### src/rtl/forward_scoreboard_pkg.sv
// Shared types and constants for the forwarding scoreboard: operand-mux select codes,
// the scoreboard entry layout and the per-cycle entry aging rule.
package forward_scoreboard_pkg;

  localparam logic [1:0] FWD_SEL_REGFILE = 2'd0;
  localparam logic [1:0] FWD_SEL_MEM_WB  = 2'd1;
  localparam logic [1:0] FWD_SEL_EX_MEM  = 2'd2;

  // Entry fields are sized for the widest supported configuration; narrower
  // register indices are zero-extended into rd.
  localparam int unsigned SB_RD_W  = 8;
  localparam int unsigned SB_CNT_W = 4;

  typedef struct packed {
    logic                valid;
    logic [SB_RD_W-1:0]  rd;
    logic [SB_CNT_W-1:0] cnt;
    logic                wb;
  } sb_entry_t;

  // One cycle of progress: count down to EX_MEM, then one cycle in MEM_WB, then free.
  function automatic sb_entry_t sb_age(input sb_entry_t e);
    sb_entry_t r;
    r = e;
    if (e.valid) begin
      if (e.wb) begin
        r = '0;
      end else if (e.cnt == '0) begin
        r.wb = 1'b1;
      end else begin
        r.cnt = e.cnt - SB_CNT_W'(1);
      end
    end
    return r;
  endfunction

endpackage

### src/rtl/forward_scoreboard_fwd_match.sv
// Youngest-match lookup of one source register against the scoreboard, producing the
// dependency stall and the operand-mux select for the next cycle.
module forward_scoreboard_fwd_match
  import forward_scoreboard_pkg::*;
#(
  parameter int unsigned REG_ADDR_W = 5,
  parameter int unsigned DEPTH      = 5
) (
  input  logic [REG_ADDR_W-1:0]  rs,
  input  sb_entry_t [DEPTH-1:0]  entries,
  output logic                   dep_stall,
  output logic [1:0]             sel
);

  logic                hit;
  logic [SB_CNT_W-1:0] hit_cnt;
  logic                hit_wb;

  // Scan oldest to youngest so the youngest match (index 0 side) wins.
  always_comb begin
    hit     = 1'b0;
    hit_cnt = '0;
    hit_wb  = 1'b0;
    for (int i = DEPTH - 1; i >= 0; i--) begin
      if (entries[i].valid && (rs != '0) && (entries[i].rd == SB_RD_W'(rs))) begin
        hit     = 1'b1;
        hit_cnt = entries[i].cnt;
        hit_wb  = entries[i].wb;
      end
    end
  end

  always_comb begin
    dep_stall = hit && (hit_cnt > SB_CNT_W'(1));
    sel       = FWD_SEL_REGFILE;
    if (hit && !hit_wb) begin
      if (hit_cnt == SB_CNT_W'(1)) begin
        sel = FWD_SEL_EX_MEM;
      end else if (hit_cnt == '0) begin
        sel = FWD_SEL_MEM_WB;
      end
    end
  end

endmodule

### src/rtl/forward_scoreboard.sv
// Issue-stage scoreboard: tracks in-flight register writers with mixed ALU/multiplier
// latency, stalls on unready operands or write-port conflicts, and registers forward selects.
module forward_scoreboard
  import forward_scoreboard_pkg::*;
#(
  parameter int unsigned REG_ADDR_W = 5,
  parameter int unsigned NUM_SRC    = 2,
  parameter int unsigned MULT_LAT   = 3
) (
  input  logic                          clk,
  input  logic                          rst,
  input  logic                          id_valid,
  input  logic                          id_reg_write,
  input  logic                          id_is_mult,
  input  logic [REG_ADDR_W-1:0]         id_rd,
  input  logic [NUM_SRC*REG_ADDR_W-1:0] id_rs,
  output logic                          stall,
  output logic                          ex_valid,
  output logic [NUM_SRC*2-1:0]          ex_fwd_sel
);

  localparam int unsigned DEPTH = MULT_LAT + 2;

  sb_entry_t [DEPTH-1:0] sb_q;
  sb_entry_t [DEPTH-1:0] sb_d;
  sb_entry_t [DEPTH-1:0] sb_aged;
  sb_entry_t             new_entry;

  logic [NUM_SRC-1:0]    src_stall;
  logic [NUM_SRC*2-1:0]  next_sel;
  logic [SB_CNT_W-1:0]   wr_lat;
  logic                  port_conflict;
  logic                  issue;
  logic                  alloc;

  for (genvar k = 0; k < NUM_SRC; k++) begin : g_src
    forward_scoreboard_fwd_match #(
      .REG_ADDR_W (REG_ADDR_W),
      .DEPTH      (DEPTH)
    ) u_fwd_match (
      .rs        (id_rs[k*REG_ADDR_W +: REG_ADDR_W]),
      .entries   (sb_q),
      .dep_stall (src_stall[k]),
      .sel       (next_sel[2*k +: 2])
    );
  end

  assign wr_lat = id_is_mult ? SB_CNT_W'(MULT_LAT) : SB_CNT_W'(1);

  // A writer of latency L would reach EX_MEM together with any entry now at L+1.
  always_comb begin
    port_conflict = 1'b0;
    for (int i = 0; i < DEPTH; i++) begin
      if (sb_q[i].valid && (sb_q[i].cnt == wr_lat + SB_CNT_W'(1))) begin
        port_conflict = 1'b1;
      end
    end
  end

  assign stall = id_valid & ~rst & ((|src_stall) | (id_reg_write & port_conflict));
  assign issue = id_valid & ~rst & ~stall;
  assign alloc = issue & id_reg_write & (id_rd != '0);

  always_comb begin
    new_entry       = '0;
    new_entry.valid = 1'b1;
    new_entry.rd    = SB_RD_W'(id_rd);
    new_entry.cnt   = wr_lat;
    new_entry.wb    = 1'b0;
  end

  always_comb begin
    for (int i = 0; i < DEPTH; i++) begin
      sb_aged[i] = sb_age(sb_q[i]);
    end
    sb_d = sb_aged;
    if (alloc) begin
      sb_d[0] = new_entry;
      for (int i = 1; i < DEPTH; i++) begin
        sb_d[i] = sb_aged[i-1];
      end
    end
  end

  always_ff @(posedge clk) begin
    if (rst) begin
      sb_q       <= '0;
      ex_valid   <= 1'b0;
      ex_fwd_sel <= '0;
    end else begin
      sb_q       <= sb_d;
      ex_valid   <= issue;
      ex_fwd_sel <= stall ? '0 : next_sel;
    end
  end

  // Single issue with bounded latency keeps the oldest slot free whenever we allocate.
  sb_overflow_a: assert property (@(posedge clk) disable iff (rst)
    alloc |-> !sb_aged[DEPTH-1].valid)
    else $error("forward_scoreboard: allocation with no free entry");

endmodule

### config.mk
export PLATFORM = sky130hd
export DESIGN_NAME = forward_scoreboard
export DESIGN_NICKNAME = d
export VERILOG_FILES = /design/src/rtl/forward_scoreboard_pkg.sv /design/src/rtl/forward_scoreboard_fwd_match.sv /design/src/rtl/forward_scoreboard.sv
export SDC_FILE = /design/constraint.sdc
export NUM_CORES = 1
export LEC_CHECK = 0
export CAP_MARGIN = 20
export CELL_PAD_IN_SITES_DETAIL_PLACEMENT = 1
export CELL_PAD_IN_SITES_GLOBAL_PLACEMENT = 1
export CORE_MARGIN = 10
export CORE_UTILIZATION = 35
export DETAILED_ROUTE_END_ITERATION = 6
export HOLD_SLACK_MARGIN = 0.06
export PLACE_DENSITY_LB_ADDON = 0.1
export SYNTH_ARGS = -nofsm -noshare
export SYNTH_HDL_FRONTEND = slang
export SYNTH_HIERARCHICAL = 1
export SYNTH_SLANG_ARGS = --single-unit
### constraint.sdc
create_clock -name clk -period 5.4 [get_ports clk]
set_clock_uncertainty 0.2 [all_clocks]
set_input_delay 0.81 -clock clk [delete_from_list [all_inputs] [get_ports clk]]
set_output_delay 0.81 -clock clk [all_outputs]
set_load 0.005 [all_outputs]
Word-level counts from Yosys, hierarchy flattened

Cells that the tools add are included.

Bits in registers: 75
Bits in latches: 0
Memory bits (writable): 0
Memory bits (read-only): 0
Input port bits: 20
Output and inout port bits: 6
Logic and storage cells: 180
Memories: 0

Add/subtract/negate cells: 6
Multipliers: 0
Divide/modulo/power cells: 0
$lt $le $gt $ge: 2
Eq/ne operators: 18
Shifts and indexed selects: 0
Multiplexer cells: 66
Bitwise operators: 11
Reductions and logical operators: 51

Operator list:

| cell                  | count |
|---|---|
| $eq A8 B5 Y1          | 10 |
| $mux W14              | 5 |
| $mux W70              | 1 |
| $mux W4               | 15 |
| $mux W9               | 5 |
| $mux W1               | 32 |
| $logic_and A1 B1 Y1   | 29 |
| $logic_not A4 Y1      | 7 |
| $mux W5               | 5 |
| $sub A4 B1 Y4 const B | 5 |
| $eq A4 B4 Y1          | 4 |
| $reduce_bool A5 Y1    | 3 |
| $eq A4 B1 Y1 const B  | 2 |
| $gt A4 B1 Y1 const B  | 2 |
| $reduce_or A4 Y1      | 2 |
| $and A1 B1 Y1         | 6 |
| $mux W2               | 3 |
| $reduce_or A3 Y1      | 2 |
| $eq A4 B3 Y1          | 1 |
| $not A1 Y1            | 4 |
| $reduce_and A2 Y1     | 2 |
| $reduce_bool A2 Y1    | 2 |
| $reduce_or A2 Y1      | 2 |
| $add A2 B1 Y3 const B | 1 |
| 3 further kinds       | 4 |

Depth between registers and ports, before layout

Depth after elaboration: 19
Gate-level depth with buffers: 15
Depth with buffers taken out: 12

Modules after synthesis

Netlist, hierarchy kept.

By module, submodules not included:

| module                       | times used | cells an instance | area an instance (µm²) | sequential area each (µm²) |
|---|---|---|---|---|
| forward_scoreboard           | 1          | 391               | 3701.0                 | 1501.4 |
| forward_scoreboard_fwd_match | 2          | 92                | 676.9                  | 0.0 |

Worst setup path before layout

Ideal clock, no wire load.

Path type: in2reg
Start: input id_rs[6]
End: register sb_q[14] in the netlist's numbering
Setup time: 121 ps
Arrival: 3477 ps
Required time: 5079 ps
Path slack: 1602 ps
Stages: 14
Path buffers: 2
Path through: buf_4 xor2_1 nor4_4 nand3_2 or3_1 nor4bb_1 nor3_2 inv_2 nor4b_2 o211ai_1 nor3_4 nand2_8 buf_12 mux2_4

Longest elaborated chain between the ends: 18
Elaborated cells on any way between the ends: 36
Classes of those cells: order compare (1); eq/ne (5); mux (11); bitwise (6); reduce/logical (13)

RTL lines:

| element                           | RTL line                           | text |
|---|---|---|
| start: declaration                | forward_scoreboard.sv:16           | `input logic [NUM_SRC*REG_ADDR_W-1:0] id_rs,` |
| $reduce_bool A5 Y1                | forward_scoreboard_fwd_match.sv:25 | `if (entries[i].valid && (rs != '0) && (entries[i].rd == SB_RD_W'(rs))) begin` |
| $logic_and A1 B1 Y1 (2 in series) | forward_scoreboard_fwd_match.sv:25 |  |
| $mux W4 (5 in series)             | forward_scoreboard_fwd_match.sv:25 |  |
| $gt A4 B1 Y1                      | forward_scoreboard_fwd_match.sv:34 | `dep_stall = hit && (hit_cnt > SB_CNT_W'(1));` |
| $logic_and A1 B1 Y1 (*)           | forward_scoreboard_fwd_match.sv:34 |  |
| net src_stall[1]                  | forward_scoreboard.sv:29           | `logic [NUM_SRC-1:0] src_stall;` |
| $reduce_or A2 Y1 (*)              | forward_scoreboard.sv:60           | `assign stall = id_valid & ~rst & ((\|src_stall) \| (id_reg_write & port_conflict));` |
| $or A1 B1 Y1 (*)                  | forward_scoreboard.sv:60           |  |
| $and A1 B1 Y1 (*)                 | forward_scoreboard.sv:60           |  |
| $not A1 Y1 (*)                    | forward_scoreboard.sv:61           | `assign issue = id_valid & ~rst & ~stall;` |
| $and A1 B1 Y1 (*)                 | forward_scoreboard.sv:61           |  |
| $and A1 B1 Y1 (*) (2 in series)   | forward_scoreboard.sv:62           | `assign alloc = issue & id_reg_write & (id_rd != '0);` |
| $mux W70 (*)                      | forward_scoreboard.sv:77           | `if (alloc) begin` |
| end signal: assignment            | forward_scoreboard.sv:87           | `sb_q <= '0;` |
| end signal: assignment            | forward_scoreboard.sv:91           | `sb_q <= sb_d;` |
| end: declaration                  | forward_scoreboard.sv:24           | `sb_entry_t [DEPTH-1:0] sb_q;` |

The timed path passes the listed nets; every way through them passes the cells marked *.
A chain may end at the register's enable or synchronous reset.

Worst setup path in the final report

Start: input id_rs[3]
End: output stall

Longest elaborated chain between the ends: 13
Elaborated cells on any way between the ends: 31
Classes of those cells: order compare (1); eq/ne (5); mux (10); bitwise (2); reduce/logical (13)

RTL lines:

| element                           | RTL line                           | text |
|---|---|---|
| $reduce_bool A5 Y1                | forward_scoreboard_fwd_match.sv:25 |  |
| $logic_and A1 B1 Y1 (2 in series) | forward_scoreboard_fwd_match.sv:25 |  |
| $mux W4 (5 in series)             | forward_scoreboard_fwd_match.sv:25 |  |
| $gt A4 B1 Y1                      | forward_scoreboard_fwd_match.sv:34 |  |
| $logic_and A1 B1 Y1 (*)           | forward_scoreboard_fwd_match.sv:34 |  |
| net src_stall[0]                  | forward_scoreboard.sv:29           |  |
| $reduce_or A2 Y1 (*)              | forward_scoreboard.sv:60           |  |
| $or A1 B1 Y1 (*)                  | forward_scoreboard.sv:60           |  |
| $and A1 B1 Y1 (*)                 | forward_scoreboard.sv:60           |  |
| end: declaration                  | forward_scoreboard.sv:17           | `output logic stall,` |

Marks and branches as above.

==> metrics.txt <==
global-route usage over all layers=0.154; EDFF count, synth=0; Post-CTS Setup Inserts=0; met1 GRT Util=0.188; Tcrit/Tclk final=0.922; Fmax=201 MHz; CTS Buffer Depth=2; Internal=977 uW; multi-input gate area in the final layout=0.00324 mm2; CP endpoint kind=output port; Die W=140 um; Switching Share=0.238; fin nets=612; Final setup viols=0; maxcap violations=0; vias=4200; Synth top area share=0.297; register area=0.00150 mm2; Tmin final=4.98 ns; Crit Path Class=in -> out; GP Congestion=0.853; CTS tree=done; Reg clk slew, reported paths=0.05 ns; clk_lat worst skew=0.34 ns; Hold WS=0.285 ns; Leak=0.00233 uW; cells after synthesis=575; Distinct cells, synth=69; yosys warns=6; Crit path required time=4.39 ns; Final Cell Area=0.00563 mm2; DR WL/cell=19.5 um; setup TNS=0 ns; vias in the first global route=4460; Worst EP arrival=3.97 ns; cell taking the most area after synthesis=dfxtp_1; Cell Area, Synth=0.00505 mm2; first-pass GRT wire length=24.4 mm; pre-CTS WS=0.377 ns; initial DRC count=188; TritonRoute pass-1 iters=6; initial antenna violation count=0; routed vias/inst=5.45; GRT Max-Usage Layer=met2; HP Class=reg -> reg; DRC=0; CTS sink count=75; power share of the clock group=0.468; H-tree levels=3; die height=140 um; top_reg_cell synth=dfxtp_1; Die ar.=0.0196 mm2; Comb power frac=0.088; outcome=finished clean; Hold Fails Final Rpt=0; antenna-violating nets left=0; ratio of cells with drive above 1 in the final layout=0.127; sequential share of power=0.444; CP startpoint kind=primary input; Final Total Pwr=1280 uW; number of max-slew violations in the final report=0; hold_buf cts=0; pwr dens=228 mW/mm2; maximum VDD drop=145 uV; post-CTS sizing=0; top-level I/O count=26; global route overflow=0; # fillers=1669; initial core utilization=0.361; routing usage on met2=0.256; number of port buffers=25; area post-placement=0.00534 mm2; Syn Nets=601; M3 GR Usage=0.0304; Core Area=0.0140 mm2; unrepaired setup endpoints after global routing=no; switching power=306 uW; area grow syn2layout=11.4%; Antenna Cells=0; crit path max fanout=6; placed wire-length estimate=11.5 mm; asr flop ratio synth=0; slew margin rel.=0.510; sequential-to-total area share from yosys stat=0.297; CTS Buf Count=9; Tightest Pin Transition=0.735 ns; largest net degree at the start of global routing=63; synthesized flop and latch total=75; routed wire length=15.0 mm; Rows=43; Post-Syn Area per Cell=8.79 um2; synth top area cells=dfxtp_1, xor2_1, mux2i_1; final worst slack=0.420 ns; Clk Tree Root Cell=clkbuf_16
==> stage by stage <==
step           instances   util
2_1_floorplan        575      -
3_3_place_gp         755  0.382
3_5_place_dp         755  0.382
4_1_cts              771  0.403
5_1_grt              771  0.403
6_report             771  0.403
==> metal layers <==
metal	routed length, um	part of all wire	vias to the layer above
li1	-	-	2065
met1	6980	0.47	2062
met2	7300	0.49	52
met3	336	0.022	21
met4	378	0.025	0
met5	0	0	-
==> critical path: stages <==
cell             delay (ns)
clkdlybuf4s50_1        0.64
xor2_1                 0.26
nor4_1                 0.42
and4_1                 0.40
a21oi_1                0.11
nor4bb_1               0.45
nor3_2                 0.09
inv_2                  0.12
o311a_1                0.17
clkdlybuf4s50_1        0.50
==> sequential cells by signal, summed over array words and instances, names as in the netlist <==
register,count
sb_q,70
ex_valid,1
ex_fwd_sel,4
==> cells by family (layout without fill, tap and decap cells) <==
group           Yosys count  count (layout)  synth area share
flops                    75              75             0.297
buf+inv                  54              70            0.0616
mux                      59              59             0.137
xor+xnor                 51              51            0.0913
simple gates            245             245             0.283
compound gates           85              85             0.115
fa+ha+maj                 6               6            0.0149
==> cells in the mapped netlist, drive strengths merged, types with 12 or more instances <==
| cell | n |
|---|---|
| inv | 25 |
| mux2i | 36 |
| nand2 | 63 |
| nor4 | 20 |
| o21ai | 12 |
| nand2b | 13 |
| nor3 | 27 |
| mux2 | 23 |
| nand3 | 12 |
| xor2 | 46 |
| nor2 | 41 |
| buf | 20 |
| a21oi | 37 |
| dfxtp | 75 |
==> placed cells by master (no fill, tap or decap), types with 4 or more instances in the layout <==
| cell type | count |
|---|---|
| a21oi_1 | 37 |
| a41o_1 | 5 |
| and2_1 | 6 |
| and3_1 | 5 |
| and3_2 | 4 |
| and4_1 | 4 |
| buf_4 | 4 |
| clkbuf_1 | 4 |
| clkbuf_16 | 9 |
| clkdlybuf4s50_1 | 25 |
| dfxtp_1 | 75 |
| ha_1 | 6 |
| inv_1 | 23 |
| mux2_4 | 20 |
| mux2i_1 | 36 |
| nand2_1 | 62 |
| nand2b_1 | 13 |
| nand3_1 | 10 |
| nand4_1 | 4 |
| nand4b_1 | 5 |
| nor2_1 | 41 |
| nor2b_1 | 5 |
| nor3_1 | 24 |
| nor3b_1 | 8 |
| nor4_1 | 14 |
| nor4_2 | 4 |
| nor4b_1 | 4 |
| o21ai_0 | 12 |
| or2_2 | 4 |
| xnor2_1 | 5 |
| xor2_1 | 44 |
==> power groups by stage <==
stage	combinational [uW]	sequential, uW	clock [uW]
2_1_floorplan	86.0	577	0
3_3_place_gp	112	581	0
3_5_place_dp	114	581	0
4_1_cts	114	569	617
5_1_grt	124	570	642
6_report	113	569	600
==> final cells by class <==
| type | count | share of cell area |
|---|---|---|
| clock inverter | 2 | 0.00622 |
| tap | 180 | 0.0400 |
| sequential | 75 | 0.267 |
| timing repair buffer | 29 | 0.0498 |
| multi-input combinational | 446 | 0.576 |
| inverter | 25 | 0.0167 |
| clock buffer | 14 | 0.0451 |
==> path summary, 6_finish.rpt <==
kind	from	end	slack, ns	depth (start not counted)
hold reg to reg	sb_q[67]	sb_q[67]	0.28	2
setup / recovery	id_rs[3]	stall	0.42	10
setup reg to reg	sb_q[27]	sb_q[56]	1.49	12
hold / removal	sb_q[67]	sb_q[67]	0.28	2
Note: power is estimated with default switching activity, not from simulation.
==> RTL change, RTL diff (config.mk and constraints unchanged) <==
`REG_ADDR_W` is set to 5 in 2 places; all go to 4.
--- a/src/rtl/forward_scoreboard_fwd_match.sv
+++ b/src/rtl/forward_scoreboard_fwd_match.sv
@@ -5,3 +5,3 @@
 #(
-  parameter int unsigned REG_ADDR_W = 5,
+  parameter int unsigned REG_ADDR_W = 4,
   parameter int unsigned DEPTH      = 5
--- a/src/rtl/forward_scoreboard.sv
+++ b/src/rtl/forward_scoreboard.sv
@@ -5,3 +5,3 @@
 #(
-  parameter int unsigned REG_ADDR_W = 5,
+  parameter int unsigned REG_ADDR_W = 4,
   parameter int unsigned NUM_SRC    = 2,
Ports: changed (resized id_rd and id_rs); port bits go from 26 to 23. No check against the original RTL was run, so the function may have changed too.
==> RTL change against the unedited design <==
  * Total power decreased by 1.7%
  * Area after synthesis decreased by 2.9%
  * Clock power decreased by 6.2%
  * Count of clock-buffer cells in the layout decreased by 4
  * Sequential cell count unchanged
  * Cell area decreased by 2.7%
  * Worst setup slack got worse by 0.014 ns
  * Wire length decreased by 1.1%
  * Global-route usage increased by 0.30 points
  * Highest routed layer unchanged
==> RTL change: results (changes against the unedited design) <==
timing.rr.end: "sb_q[58]"  # was sb_q[56]
reg2reg_slack_ns: 1.27  # was 1.49 ns
drt_iter0_drc: 212  # was 188
rr_worst_depth: 11  # was 12
vdd_drop_max_mv: 0.178  # was 0.145 mV
crit_family: "simple AND/OR/NAND/NOR gates"  # unchanged
cpPeakStageDelay_ns: 0.63
dr_total_vias: 4198  # was 4200
cts_resized: 0  # unchanged
synth_warnings: 6  # unchanged
worst_path_max_delay_cell: "clkdlybuf4s50_1"  # unchanged
hold_start: "sb_q[68]"  # was sb_q[67]
grt_pass1_wl_um: 24200  # was 24400 µm
top_regs: "sb_q (70), ex_fwd_sel (4), ex_valid (1)"  # unchanged
h-tree-depth: 3  # unchanged
status: "finished, final reports clean"  # unchanged
firstDrtPassIters: 4  # was 6
grt_usage_pct: 15.7  # was 15.4%
routedWlPerCell_um: 19.5  # about the same
fin_hold_ws_ns: 0.285  # about the same
post-dp-hpwl_um: 11500  # about the same
synth_cell_types: 66  # was 69
hold_depth: 2  # unchanged
place.gp.congestion: 0.806  # was 0.853
postCtsSetupBuffers: 0  # unchanged
io_buffers: 22  # was 25
via_per_inst: 5.52  # was 5.45
antenna_found_initial: 0  # unchanged
cts_root_buf: "clkbuf_16"  # unchanged
clkTransAtPathRegs_ns: 0.06
drive_above_1_share_pct: 7.92  # was 12.7%
ctsLongestPathBuffers: 2  # unchanged
synth.yosys.seq_area_share_pct: 30.6  # was 29.7%
insertion_delay_ns: 0.36  # was 0.34 ns
synth_cells: 562  # was 575
n_antenna_cell: 0  # unchanged
cts-buffers-inserted: 9  # unchanged
yosys-top-cells-count: "dfxtp_1 (75), nand2_1 (57), mux2i_1 (40), nor2_1 (39), a21oi_1 (35)"  # was dfxtp_1 (75), nand2_1 (62), xor2_1 (44), nor2_1 (41), a21oi_1 (37)
worst_hold_path_type: "flip-flop to flip-flop"  # unchanged
synth_nets: 585  # was 601
grt_pass1_vias: 4467  # was 4460
r2r-start: "sb_q[52]"  # was sb_q[27]
leakagePower_nw: 2.04  # was 2.33 nW
path_max_fanout: 7  # was 6
synth.area.top_cells: "dfxtp_1 (31%), mux2i_1 (8.2%), xnor2_1 (5.0%)"  # was dfxtp_1 (30%), xor2_1 (7.6%), mux2i_1 (7.1%)
pre_cts_ws_ns: 0.243  # was 0.377 ns
synth-main-ff-cell: "dfxtp_1"  # unchanged
grt_max_degree: 62  # was 63
async_flop_share_pct: 0  # unchanged
fin_nets: 599  # was 612
relSlewSlack_pct: 34.4  # was 51.0%
dpl.cell_count: 745  # was 755
holdPathEnd: "sb_q[68]"  # was sb_q[67]
[RTL change: kinds of logic after synthesis]
family	count (synthesis)	synth area share (%)
adder cells (fa/ha/maj)	6	1.53
AND/OR/NAND/NOR	236	27.7
AO/OA/AOI/OAI	96	14.5
XOR/XNOR	40	7.14
flip-flops	75	30.6
multiplexers	62	13.2
buffers and inverters	47	5.25
[RTL change: how the worst max path moves through the flow]
| stage | endpoint | slack, ns | start | depth (start not counted) |
|---|---|---|---|---|
| floorplan | sb_q[17] | 1.37 | id_rs[5] | 13 |
| finish | stall | 0.41 | id_rs[1] | 9 |
| CTS | stall | 0.38 | id_rs[1] | 9 |
| global route | stall | 0.26 | id_rs[2] | 9 |
| global placement | sb_q[56] | 0.33 | id_rs[1] | 12 |
| detailed placement | sb_q[56] | 0.24 | id_rs[1] | 12 |
[RTL change: per-stage QoR]
step                      instance area, µm²  utilization (%)
final                                   5480             39.6
after floorplan                         4910                -
after global placement                  5210             37.7
after global routing                    5480             39.6
after detailed placement                5210             37.7
after CTS                               5480             39.6
[RTL change: power by group]
part           internal [mW]  switching (mW)  total, mW
Clock                  0.311           0.252      0.563
Combinational         0.0514          0.0733      0.125
Sequential             0.560          0.0133      0.573
[RTL change: final cells by class]
type                       instances  area, µm²
clock inverter                     6       41.3
fill                            1606       8350
timing repair buffer              25        243
tap                              180        225
inverter                          25       93.8
multi-input combinational        440       3150
sequential                        75       1500
clock buffer                      10        229
[RTL change: metal layers]
metal	track usage (%)	wire length, µm	vias to the layer above
met5	0	0	-
met4	4.83	185	0
met3	3.15	394	15
met2	27.6	7580	30
met1	18.5	6680	2069
li1	-	-	2084
